==> src/rtl/psum_accumulator.sv <==
// psum_accumulator: pops one partial-sum vector per output pixel from the OFIFO,
// adds it to the matching PMEM entry (or to zero on the first kij pass) with
// per-lane saturation, optionally applies ReLU on the last pass, and writes
// the result back. One start runs one kij pass of len_onij vectors.
module psum_accumulator #(
    parameter int col      = 8,
    parameter int psum_bw  = 16,
    parameter int len_onij = 16,
    parameter int num_kij  = 9
) (
    input  logic                     clk,
    input  logic                     reset,
    input  logic                     start,
    input  logic [3:0]               kij_idx,
    input  logic                     relu_en,
    input  logic [8:0]               out_base,
    input  logic                     ofifo_valid,
    input  logic [col*psum_bw-1:0]   ofifo_out,
    output logic                     ofifo_rd,
    input  logic [col*psum_bw-1:0]   pmem_q,
    output logic [col*psum_bw-1:0]   pmem_d,
    output logic [8:0]               pmem_addr,
    output logic                     pmem_cen,
    output logic                     pmem_wen,
    output logic                     busy,
    output logic                     done
);

    localparam int CNT_W = (len_onij > 1) ? $clog2(len_onij) : 1;
    localparam int VEC_W = col * psum_bw;

    localparam logic [1:0] S_IDLE  = 2'd0;
    localparam logic [1:0] S_FETCH = 2'd1;
    localparam logic [1:0] S_ACC   = 2'd2;
    localparam logic [1:0] S_DONE  = 2'd3;

    logic [1:0]       state_reg;
    logic [CNT_W-1:0] cnt_reg;
    logic [VEC_W-1:0] fbuf_reg;
    logic [3:0]       kij_reg;
    logic             relu_reg;
    logic [8:0]       base_reg;

    logic [8:0]       addr_cur;
    logic             first_pass;
    logic             relu_active;
    logic [VEC_W-1:0] acc_result;

    // PMEM address wraps naturally at 9 bits.
    assign addr_cur    = base_reg + 9'(cnt_reg);
    // On the first pass the stale PMEM contents are ignored.
    assign first_pass  = (kij_reg == 4'd0);
    assign relu_active = relu_reg && (kij_reg == 4'(num_kij - 1));

    genvar gi;
    generate
        for (gi = 0; gi < col; gi = gi + 1) begin : g_lane
            logic [psum_bw-1:0] new_lane;
            logic [psum_bw-1:0] old_lane;
            logic [psum_bw:0]   sum_lane;
            logic [psum_bw-1:0] res_lane;

            assign new_lane = fbuf_reg[gi*psum_bw +: psum_bw];
            assign old_lane = first_pass ? '0 : pmem_q[gi*psum_bw +: psum_bw];
            assign sum_lane = {new_lane[psum_bw-1], new_lane} + {old_lane[psum_bw-1], old_lane};

            // Saturate the widened sum back to psum_bw, then clamp negatives on the final ReLU pass.
            always_comb begin
                if (sum_lane[psum_bw] != sum_lane[psum_bw-1]) begin
                    res_lane = sum_lane[psum_bw] ? {1'b1, {(psum_bw-1){1'b0}}}
                                                 : {1'b0, {(psum_bw-1){1'b1}}};
                end else begin
                    res_lane = sum_lane[psum_bw-1:0];
                end
                if (relu_active && res_lane[psum_bw-1]) begin
                    res_lane = '0;
                end
            end

            assign acc_result[gi*psum_bw +: psum_bw] = res_lane;
        end
    endgenerate

    // Pass control FSM: latch the pass parameters, then alternate FETCH/ACC per vector.
    always_ff @(posedge clk or negedge reset) begin
        if (!reset) begin
            state_reg <= S_IDLE;
            cnt_reg   <= '0;
            fbuf_reg  <= '0;
            kij_reg   <= '0;
            relu_reg  <= 1'b0;
            base_reg  <= '0;
        end else begin
            case (state_reg)
                S_IDLE: begin
                    if (start) begin
                        kij_reg   <= kij_idx;
                        relu_reg  <= relu_en;
                        base_reg  <= out_base;
                        cnt_reg   <= '0;
                        state_reg <= S_FETCH;
                    end
                end
                S_FETCH: begin
                    if (ofifo_valid) begin
                        fbuf_reg  <= ofifo_out;
                        state_reg <= S_ACC;
                    end
                end
                S_ACC: begin
                    if (cnt_reg == CNT_W'(len_onij - 1)) begin
                        state_reg <= S_DONE;
                    end else begin
                        cnt_reg   <= cnt_reg + CNT_W'(1);
                        state_reg <= S_FETCH;
                    end
                end
                default: begin
                    state_reg <= S_IDLE;
                end
            endcase
        end
    end

    // Memory/FIFO strobes: read+pop in a productive FETCH cycle, write in ACC, idle values otherwise.
    always_comb begin
        ofifo_rd  = 1'b0;
        pmem_cen  = 1'b1;
        pmem_wen  = 1'b1;
        pmem_addr = '0;
        pmem_d    = '0;
        case (state_reg)
            S_FETCH: begin
                if (ofifo_valid) begin
                    ofifo_rd  = 1'b1;
                    pmem_cen  = 1'b0;
                    pmem_addr = addr_cur;
                end
            end
            S_ACC: begin
                pmem_cen  = 1'b0;
                pmem_wen  = 1'b0;
                pmem_addr = addr_cur;
                pmem_d    = acc_result;
            end
            default: begin
            end
        endcase
    end

    assign busy = (state_reg != S_IDLE);
    assign done = (state_reg == S_DONE);

endmodule

==> config.mk <==
export PLATFORM = sky130hd
export DESIGN_NAME = psum_accumulator
export DESIGN_NICKNAME = d
export VERILOG_FILES = /design/src/rtl/psum_accumulator.sv
export SDC_FILE = /design/constraint.sdc
export NUM_CORES = 1
export LEC_CHECK = 0
export BUFFER_PORTS_ARGS = -buffer_cell sky130_fd_sc_hd__buf_2
export CELL_PAD_IN_SITES_DETAIL_PLACEMENT = 1
export CELL_PAD_IN_SITES_GLOBAL_PLACEMENT = 2
export CORE_MARGIN = 4
export CORE_UTILIZATION = 31
export DETAILED_ROUTE_END_ITERATION = 8
export GPL_TIMING_DRIVEN = 0
export MAX_ROUTING_LAYER = met4
export PLACE_DENSITY = 0.87
export REMOVE_ABC_BUFFERS = 1
export SYNTH_ARGS = -nofsm -noshare
export SYNTH_HDL_FRONTEND = slang
export SYNTH_SLANG_ARGS = --single-unit
==> constraint.sdc <==
create_clock -name clk -period 6.49 [get_ports clk]
set_input_delay 0.9735 -clock clk [delete_from_list [all_inputs] [get_ports clk]]
set_output_delay 0.9735 -clock clk [all_outputs]
set_load 0.02 [all_outputs]
### Word level (Yosys, flattened, before mapping)

Index checks and enable logic that the tools add are counted.

| word-level totals | value |
|---|---|
| flip-flop bits (word level) | 148 |
| input port bits | 274 |
| output and inout bits | 142 |
| logic and storage cells | 96 |

| operators by class | value |
|---|---|
| $add $sub $neg | 10 |
| eq/ne operators | 16 |
| multiplexer cells | 47 |
| reduce and logical (&&, ||, !) cells | 17 |

Operator list:

| kind | count |
|---|---|
| 2-to-1 mux 16 bit | 32 |
| adder 16 x 16 -> 17 bit | 8 |
| 2-to-1 mux 128 bit | 1 |
| case mux 9 bit (2 select lines) | 1 |
| adder 9 x 4 -> 9 bit | 1 |
| logical AND 1 bit | 9 |
| 2-to-1 mux 9 bit | 1 |
| equality test 4 bit (second input constant) | 2 |
| 2-to-1 mux 4 bit | 2 |
| != test 1 bit | 8 |
| case mux 4 bit (2 select lines) | 1 |
| 2-to-1 mux 2 bit | 3 |
| != test 2 bit (second input constant) | 3 |
| case mux 2 bit (3 select lines) | 1 |
| AND reduction 2 bit | 3 |
| adder 4 x 1 -> 4 bit (second input constant) | 1 |
| equality test 2 bit (second input constant) | 2 |
| logical NOT 4 bit | 1 |
| 2-to-1 mux 1 bit | 4 |
| nonzero test 2 bit | 2 |
| AND reduction 3 bit | 1 |
| equality test 2 x 1 -> 1 bit (second input constant) | 1 |
| logical NOT 2 bit | 1 |
| case mux 1 bit (2 select lines) | 1 |

### Depth between registers and ports, before layout

| depth | value |
|---|---|
| word-level depth | 8 |
| mapped depth | 19 |
| gate-level depth less buffers | 17 |

### Worst setup path after synthesis

No wires, ideal clock.

| timing path | value |
|---|---|
| kind | register to output |
| start | register kij_reg[1] |
| end | output port pmem_d[35] |
| data arrival time | 4.453 ns |
| required time | 5.516 ns |
| setup slack | 1.063 ns |
| stages on the path, launching flop included | 20 |
| path buffers | 3 |
| cells stage by stage | dfrtp_1 > nor4_1 > clkbuf_1 > clkbuf_1 > nor2b_1 > ha_1 > fa_1 > a21o_1 > a21oi_2 > o21ai_1 > a311oi_2 > o21ai_0 > nand2_1 > ha_1 > clkbuf_1 > inv_1 > o21bai_1 > inv_1 > nand2_1 > o21ai_0 |

| on the way | value |
|---|---|
| word-level cells in the longest chain between the ends | 8 |
| elaborated cells on any way between the ends | 11 |
| classes of those cells | add/sub (1); eq/ne (2); mux (5); reduce/logical (3) |

RTL lines:

| what | RTL line | RTL |
|---|---|---|
| start: declaration | 40 | `logic [3:0] kij_reg;` |
| start signal: assignment | 97 | `kij_reg <= kij_idx;` |
| logical NOT 4 bit | 52 | `assign first_pass = (kij_reg == 4'd0);` |
| 2-to-1 mux 16 bit | 64 | `assign old_lane = first_pass ? '0 : pmem_q[gi*psum_bw +: psum_bw];` |
| adder 16 x 16 -> 17 bit | 65 | `assign sum_lane = {new_lane[psum_bw-1], new_lane} + {old_lane[psum_bw-1], old_lane};` |
| 2-to-1 mux 16 bit or != test 1 bit (tied branches) | 70, 69 |  |
| 2-to-1 mux 16 bit | 69 | `if (sum_lane[psum_bw] != sum_lane[psum_bw-1]) begin` |
| logical AND 1 bit | 75 | `if (relu_active && res_lane[psum_bw-1]) begin` |
| 2-to-1 mux 16 bit (*) | 75 |  |
| 2-to-1 mux 128 bit (*) | 132 | `case (state_reg)` |
| end: declaration | 21 | `output logic [col*psum_bw-1:0] pmem_d,` |

Mark *: on every way between the ends. The rest lies on a longest branch, timed or not.

### Worst setup path in the final report

| timing path | value |
|---|---|
| start | register kij_reg[2] |
| end | output port pmem_d[30] |

Same word-level chain as after synthesis.

==> key figures <==
Timing
  • Final Hold Viols: 0
  • Worst slew margin: 17.6%
  • Period minus WS final: 6.21 ns
  • Unrepaired setup endpoints after global routing: true
  • # setup viols final: 0
  • Worst slew pin tran: 1.23 ns
  • Pins over their slew limit: 0
  • Period utilisation layout: 95.6%
  • Worst setup margin: between 0.2 and 0.3 ns
  • Final clock skew: 0.0158 ns
  • Fmax: 161 MHz

Yosys
  • Most used DFF post-synth: dfrtp_1
  • #FFs+latches synth: approximately 150
  • EDFF count, synth: 0
  • Synthesized area: 0.0140 mm^2
  • Mapped Cells: 1545
  • Yosys warnings: 0
  • Async SR Flop Fraction: between 90% and 100%
  • Netlist cell types: 81
  • Sequential share of the synthesized area: 26.4%
  • Syn_area_per_cell: 9.09 um^2

Cells and area
  • Number of flip-flops in the largest register: approximately 130
  • Layout net count: around 2400
  • P&R area growth vs syn: 29.4%
  • Layout cells sized above 1: 37.0%
  • Final core utilization: slightly above 40%
  • Finished layout cell area: ~0.018 mm^2

Clocking
  • Clock Latency Late Sink: between 0.4 and 0.5 ns
  • Cts hold-fix bufs: 0
  • Cts bufs inserted: 17
  • Clock transition at path regs: 0.07 ns
  • CTS tree: built
  • Root buffer cell: clkbuf_16
  • Clock Sinks: ~150
  • H-tree levels: 4
  • Worst-case clock buffer depth: 2

Worst setup path
  • Data arrival, critical path: 5.23 ns
  • Crit path buf inv count: 6
  • Critical path's slowest cell: dfrtp_1
  • Crit end category: primary output
  • Maximum fanout along the worst path: 13
  • CP max stage delay: 0.43 ns
  • CP cell instances: nor4_4, buf_4, buf_4, buf_4, buf_4, nor2b_1, ha_1, a211oi_1, o21ai_0, a31oi_2, o21ai_0, a21o_1, a21o_1, xnor2_1, ha_1, clkinvlp_4, or2_4, a21oi_1, buf_2
  • Crit-path leading delay family: compound AO/OA/AOI/OAI gates
  • Crit Path Class: flop to primary output
  • Critical Path RT: 5.52 ns
  • Critical Path Most Common Cell: buf_4
  • Critical path startpoint category: flop

Place
  • Dpl hpwl: around 40000 um
  • Place WS: -0.697 ns
  • RD Place Congestion: 0.871
  • Placement-stage cell area: 0.0169 mm^2
  • Port buffer count: 415

Worst hold path
  • Worst hold path type: primary input to asynchronous set/reset pin

Drt
  • Final Routed Wirelength: 51000 um
  • DRT iter0 DRCs: 492
  • DRC viols: 0
  • Vias per cell: 5.16
  • DR pass1 iterations: 5
  • Post-DRT Antenna Nets: 0
  • Wire length per cell: ~19 um
  • Via Count: about 13000

Global route
  • First-pass GRT wire length: 77700 um
  • Vias in the first global route: 14389
  • Initial antenna violation count: 29
  • Largest net degree at the start of global routing: 97
  • GRT overflow: 0
  • Global router's overall resource usage: 20.9%

Floorplanning
  • Area of the die: 0.0488 mm^2
  • Die Wd: roughly 220 um
  • Chip height: between 200 and 250 um
  • Area of the core: ~0.045 mm^2
  • Row cnt: 77
  • I/O pin count: 416
  • Starting Density: 31.5%

Run
  • MaxCap Viol Count: 0

Status
  • Status: completed
[layer usage]
metal  global-route usage [%]  vias to the layer above  routed length (um)  part of all wire, %
met5                        -                        -                   0                    0
met4                     7.72                        0                 978                  1.9
met3                     6.73                       53                3120                  6.1
met2                     33.6                      315               24600                   48
met1                     24.5                     6589               22300                   44
li1                         -                     6538                   -                    -
[worst paths after layout]
check / cells after the start / slack [ns] / end / start
setup / recovery: 19 / 0.28 / pmem_d[30] / kij_reg[2]$_DFFE_PN0P_
hold / removal: 1 / 0.43 / fbuf_reg[118]$_DFFE_PN0P_ / reset
setup reg to reg: 8 / 3.80 / cnt_reg[3]$_DFFE_PN0P_ / state_reg[0]$_DFFE_PN0P_
hold reg to reg: 1 / 0.51 / fbuf_reg[55]$_DFFE_PN0P_ / fbuf_reg[55]$_DFFE_PN0P_
max in group asynchronous: 2 / 5.09 / fbuf_reg[84]$_DFFE_PN0P_ / reset
min in group clk: 1 / 0.51 / fbuf_reg[55]$_DFFE_PN0P_ / fbuf_reg[55]$_DFFE_PN0P_
[synthesized netlist by cell type (8+ instances only)]
cell type,instances,area [um^2]
ha_1,152,1900
dfrtp_1,148,3700
mux2_2,143,1610
nor2b_1,140,876
a21oi_1,121,606
nor2_1,99,372
nand2_1,81,304
o21ai_0,67,335
xnor2_1,57,499
a21o_1,53,398
xor2_1,49,429
inv_1,41,154
clkbuf_1,40,150
nand3_1,32,160
nor3_1,25,125
o21a_1,21,158
o21ai_1,18,90.1
a211oi_1,16,120
nand2b_1,16,100
o21bai_1,16,120
a21boi_0,13,97.6
a31oi_1,11,68.8
a211o_1,9,78.8
fa_1,9,180
or3_1,9,56.3
a31o_2,8,70.1
and3_1,8,50.1
nand4_1,8,50.1
[through the flow]
| step | setup TNS [ns] | std cells | hold slack (ns) |
|---|---|---|---|
| floorplan | -967.78 | 1495 | 0.480 |
| global placement | -2305.28 | 2502 | 0.494 |
| detailed placement | -14.84 | 2521 | 0.505 |
| CTS | -0.00605 | 2568 | 0.401 |
| global route | -0.279 | 2612 | 0.430 |
| finish | 0 | 2614 | 0.430 |
[final cells by class]
| class | count | area (um^2) |
|---|---|---|
| timing repair buffer | 464 | 2520 |
| clock inverter | 10 | 146 |
| sequential | 148 | 3700 |
| clock buffer | 22 | 484 |
| inverter | 42 | 171 |
| multi-input combinational | 1305 | 10300 |
| antenna | 31 | 77.6 |
| fill | 5345 | 26300 |
| tap | 592 | 741 |
[kinds of logic after synthesis]
kind of cell               Yosys count  synth area share [%]
AOI/OAI and AO/OA                  437                  21.2
buffers and inverters               92                  2.50
adders and majority gates          161                  14.8
DFF                                148                  26.4
xor gates and xnor gates           106                  6.61
and+or+nand+nor                    455                  16.8
muxes                              146                  11.7
[timing repair]
item,4_1_cts,5_1_grt
resized for setup,34,65
setup buffers,15,15
endpoints found under the setup margin,91,82
pin swaps,7,8
[worst reg2reg max path, stage by stage (launching register included)]
cell,delay [ns]
dfrtp_1,0.42
inv_1,0.14
ha_2,0.80
inv_1,0.33
o21ai_0,0.32
and2_1,0.19
nand4_1,0.12
xor2_1,0.16
a31oi_1,0.14
[placed cells by master (no fill, tap or decap), types with 45 or more instances in the layout]
cell type  netlist  layout
dfrtp_1        148     148
nand2_1         81      79
o21ai_0         67      53
xor2_1          49      49
buf_2            4     413
a21oi_1        121     113
nor2b_1        140     140
a21o_1          53      52
xnor2_1         57      57
ha_1           152     147
mux2_2         143     143
buf_4            0      45
nor2_1          99      96
Power is not shown: default switching activity piles up to over one toggle a cycle in this logic, so the estimate is an artifact.
